==> config.mk <==
export PLATFORM = sky130hd
export DESIGN_NAME = vending_machine
export DESIGN_NICKNAME = d
export VERILOG_FILES = /design/src/rtl/vending_machine_pkg.sv /design/src/rtl/vending_machine.sv
export SDC_FILE = /design/constraint.sdc
export NUM_CORES = 1
export LEC_CHECK = 0
export CAP_MARGIN = 5
export CORE_AREA = 2 2 39 41
export CTS_BUF_LIST = sky130_fd_sc_hd__clkbuf_8
export DETAILED_ROUTE_END_ITERATION = 7
export DIE_AREA = 0 0 41 43
export DONT_BUFFER_PORTS = 1
export SLEW_MARGIN = 20
export SYNTH_ARGS = -nofsm -noshare
export SYNTH_HDL_FRONTEND = slang
export SYNTH_SLANG_ARGS = --single-unit
==> constraint.sdc <==
create_clock -name clk -period 4.6 [get_ports clk]
set_clock_uncertainty 0.2 [all_clocks]
set_input_delay 0.69 -clock clk [delete_from_list [all_inputs] [get_ports clk]]
set_output_delay 0.69 -clock clk [all_outputs]
set_load 0.01 [all_outputs]
==> src/rtl/vending_machine_pkg.sv <==
// Shared types and constants for the ticket vending controller.
// Coin codes, credit states and fare values are fixed here.
package vending_machine_pkg;

   typedef enum logic [1:0] {
      S0  = 2'b00,
      S5  = 2'b01,
      S10 = 2'b10
   } vm_state_t;

   localparam logic [1:0] COIN_NONE = 2'd0;
   localparam logic [1:0] COIN_5    = 2'd1;
   localparam logic [1:0] COIN_10   = 2'd2;
   localparam logic [1:0] COIN_BAD  = 2'd3;

   localparam logic [4:0] FARE       = 5'd15;
   localparam logic [4:0] COIN5_VAL  = 5'd5;
   localparam logic [4:0] COIN10_VAL = 5'd10;

   function automatic logic [4:0] credit_of(input vm_state_t s);
      logic [4:0] c;
      c = 5'd0;
      case (s)
         S5:      c = COIN5_VAL;
         S10:     c = COIN10_VAL;
         default: c = 5'd0;
      endcase
      return c;
   endfunction

   // Only the two real coins carry value; none and invalid codes add nothing.
   function automatic logic [4:0] coin_value(input logic [1:0] code);
      logic [4:0] v;
      v = 5'd0;
      case (code)
         COIN_5:  v = COIN5_VAL;
         COIN_10: v = COIN10_VAL;
         default: v = 5'd0;
      endcase
      return v;
   endfunction

   function automatic vm_state_t state_of(input logic [4:0] credit);
      vm_state_t s;
      s = S0;
      if (credit == COIN5_VAL) begin
         s = S5;
      end else if (credit == COIN10_VAL) begin
         s = S10;
      end
      return s;
   endfunction

endpackage

==> src/rtl/vending_machine.sv <==
// Moore credit FSM with a registered one-cycle ticket pulse.
// Define VM_CREDIT_CARRY_EN to keep the 5-unit excess of a 20-unit payment.
module vending_machine
   import vending_machine_pkg::*;
(
   output logic       ticket,
   input  logic [1:0] coin,
   input  logic       clk,
   input  logic       rst
);

   vm_state_t  state;
   vm_state_t  state_d;
   logic       ticket_q;
   logic       ticket_d;
   logic [4:0] sum;

   always_comb begin
      state_d  = state;
      ticket_d = 1'b0;
      sum      = credit_of(state) + coin_value(coin);
      case (state)
         S0, S5, S10: begin
            if (coin == COIN_5 || coin == COIN_10) begin
               if (sum >= FARE) begin
                  ticket_d = 1'b1;
`ifdef VM_CREDIT_CARRY_EN
                  state_d  = state_of(sum - FARE);
`else
                  state_d  = S0;
`endif
               end else begin
                  state_d = state_of(sum);
               end
            end
         end
         // Unused encoding: fall back to empty credit without dispensing.
         default: begin
            state_d  = S0;
            ticket_d = 1'b0;
         end
      endcase
   end

   always_ff @(posedge clk or negedge rst) begin
      if (!rst) begin
         state    <= S0;
         ticket_q <= 1'b0;
      end else begin
         state    <= state_d;
         ticket_q <= ticket_d;
      end
   end

   assign ticket = ticket_q;

endmodule

==> reports/metrics.csv <==
stage;metric;value;unit
clocking;CTS buffer count;3;
synth;syn_area_per_cell;9.546;µm²
synth;Synth area leader;dfrtp_1;
synth;syn nets;36;
clocking;H-tree Lvls;1;
drt;Routed Antenna Nets;0;
synth;flops & latches, synth;3;
worst_setup_path;critical path's largest stage delay;0.55;ns
clocking;CTS Sinks;3;
clocking;CTS tree;done;
synth;Syn Inst Count;27;
drt;1st-iter DRT viols;1;
global_routing;initial antenna violation count;0;
worst_setup_path;Buf/Inv on CP;1;
drt;drt first pass iters;2;
status;status;completed;
sta;post-layout min period;2.172;ns
sta;max frequency;0.4604;GHz
cells_and_area;share of layout cells above drive strength 1;15.63;%
power;peak supply drop;252.9;µV
worst_setup_path;crit path DAT;2.07;ns
sta;RSZ-0062 raised after global routing;no;
floorplanning;Initial Util;18.63;%
floorplanning;Chip Width;41;µm
cells_and_area;area grow syn2layout;29.13;%
power;Sw Ratio;30.21;%
power;Net Sw Power;0.04724;mW
global_routing;first-pass GRT wire length;786;µm
synth;synthesized area;257.7;µm²
power;Internal;0.1091;mW
synth;sequential fraction of the synthesis area;29.13;%
drt;routed wire length;441;µm
clocking;post-cts gate resize count;0;
drt;routed len/inst;9.188;µm
power;Seq pwr share;24.8;%
floorplanning;core area;0.001384;mm²
floorplanning;Die Footprint;0.001763;mm²
worst_setup_path;critical path required time;4.50;ns
synth;Area contributors post-synth;dfrtp_1 (29%), ha_1 (19%), fa_1 (7.8%);
power;Comb pwr share;28.0;%
global_routing;GRT Total Usage;6.855;%
worst_setup_path;critical path fanouts, max;3;
clocking;root buf cell;clkbuf_8;
sta;Worst-Margin Slew;0.2182;ns
sta;worst hold margin;0.3423;ns
cells_and_area;Post-Layout Cell Count;48;
worst_setup_path;critical path endpoint category;flip-flop;
sta;Max-slew headroom;85.40;%
synth;distinct cell type count after synthesis;16;
placement;Placer Congestion;0.7012;
clocking;clock latency on the worst-skew pair;0.21;ns
drt;# DRC;0;
cells_and_area;diode count;0;
synth;Synthesis Warnings;0;
power;Pleak;0.1733;nW
worst_setup_path;CP cell instances;inv_1 > ha_1 > ha_1 > fa_1 > nor2_1 > and3_1 > a32o_1;
global_routing;pin count of the biggest net entering global routing;6;
sta;Fin. Hold Viols;0;
sta;Final setup violation count;0;
worst_setup_path;CP Class;primary input to flip-flop;
worst_setup_path;critical path's slowest cell;fa_1;
cells_and_area;most frequent cells in the layout;inv_1 (4), nor2_1 (4), ha_1 (4), clkbuf_8 (3), dfrtp_1 (3);
power;P per Cell Area;469.8;mW/mm²
synth;post-synth top area share;29.13;%
sta;crit share post-route;47.22;%
placement;post-DP HPWL;351.3;µm
placement;Port Buffer Count;0;
clocking;Worst-path clk slew;0.03;ns
global_routing;overflow left after global routing;0;
worst_setup_path;startpoint types;primary input;
hold_path;Hold Path Class;flip-flop to flip-flop;
floorplanning;Site Rows;14;
clocking;maximum clock insertion buffer count;2;
worst_setup_path;Top cell by count, worst path;ha_1;
worst_setup_path;delay-heaviest family, CP;adder cells;
sta;Total Neg Setup Slack;0;ns
drt;DR vias/cell;4.229;
placement;placed insts;43;
floorplanning;IO Pins;5;
drt;vias post-DR;203;
floorplanning;Die Height;43;µm
cells_and_area;final net count;42;
global_routing;vias in the first global route;212;
sta;Final Slew Violations;0;
power;clock group share of total power;47.2;%
job;Max-Cap Viols;0;
through the flow:
| step | power, mW | cell area (µm²) | worst slack, ns | utilization (%) |
|---|---|---|---|---|
| 6_report | 0.1564 | 332.8 | 2.428 | 24.05 |
| 5_1_grt | 0.1693 | 332.8 | 2.359 | 24.05 |
| 4_1_cts | 0.1602 | 332.8 | 2.422 | 24.05 |
| 3_5_place_dp | 0.08245 | 277.8 | 2.197 | 20.07 |
| 3_3_place_gp | 0.08131 | 277.8 | 2.212 | 20.07 |
| 2_1_floorplan | 0.07390 | 257.7 | 2.276 | - |
worst paths after layout:
| check | start | to | slack [ns] | depth (start not counted) |
|---|---|---|---|---|
| worst max-delay path | coin[1] | state[0] | 2.43 | 7 |
| worst min register to register | state[1] | state[1] | 0.34 | 1 |
| min in group asynchronous | rst | ticket | 0.53 | 1 |
| worst min-delay path | state[1] | state[1] | 0.34 | 1 |
| worst max register to register | state[1] | state[0] | 2.44 | 6 |
| max in group asynchronous | rst | state[1] | 3.52 | 1 |
power by group through the flow:
| stage | combinational, mW | clock, mW | sequential (mW) |
|---|---|---|---|
| floorplan | 0.0365 | 0 | 0.0374 |
| global placement | 0.0423 | 0 | 0.0390 |
| detailed placement | 0.0434 | 0 | 0.0390 |
| CTS | 0.0450 | 0.0763 | 0.0390 |
| global route | 0.0504 | 0.0794 | 0.0394 |
| finish | 0.0439 | 0.0738 | 0.0387 |
sequential cells by signal, indices dropped and copies added, names as in the netlist:
signal,flops
ticket,1
state,2
Yosys cell counts (all sizes together):
cell type	instances
dfrtp	3
a31oi	1
a32o	1
o21ai	1
a211oi	1
inv	3
xor2	2
nand3	1
fa	1
a21oi	1
ha	4
and2b	2
nor2	4
and3	1
nand2	1
metal layers:
| metal | global-route usage (%) | vias to the layer above | wire [µm] |
|---|---|---|---|
| met3 | 6.283 | 0 | 38 |
| met5 | 0 | - | 0 |
| li1 | - | 101 | - |
| met1 | 7.818 | 97 | 197 |
| met2 | 9.063 | 5 | 205 |
| met4 | 2.000 | 0 | 0 |
logic make-up (layout without fill, tap and decap cells):
kind of cell    count (synthesis)  in the layout  share of synthesized area, %
simple gates                    9              9                         17.96
fa+ha+maj                       5              5                         27.19
compound gates                  5              5                         14.56
flops                           3              3                         29.13
buf+inv                         3              8                         4.369
xor+xnor                        2              2                         6.797
layout make-up:
class	instances	area, µm²
clock buffers	3	41.29
fillers	151	1051
repair buffers	1	10.01
well taps	16	20.02
multi-input cells	21	171.4
clock inverters	1	3.754
flip-flops and latches	3	75.07
inverters	3	11.26
timing repair:
| action | CTS | global route |
|---|---|---|
| setup buffers | 0 | 0 |
| setup endpoints to repair | 0 | 0 |
| hold buffers | 1 | 0 |
| hold endpoints to repair | 3 | 0 |
Power figures use the tool's default switching activity.
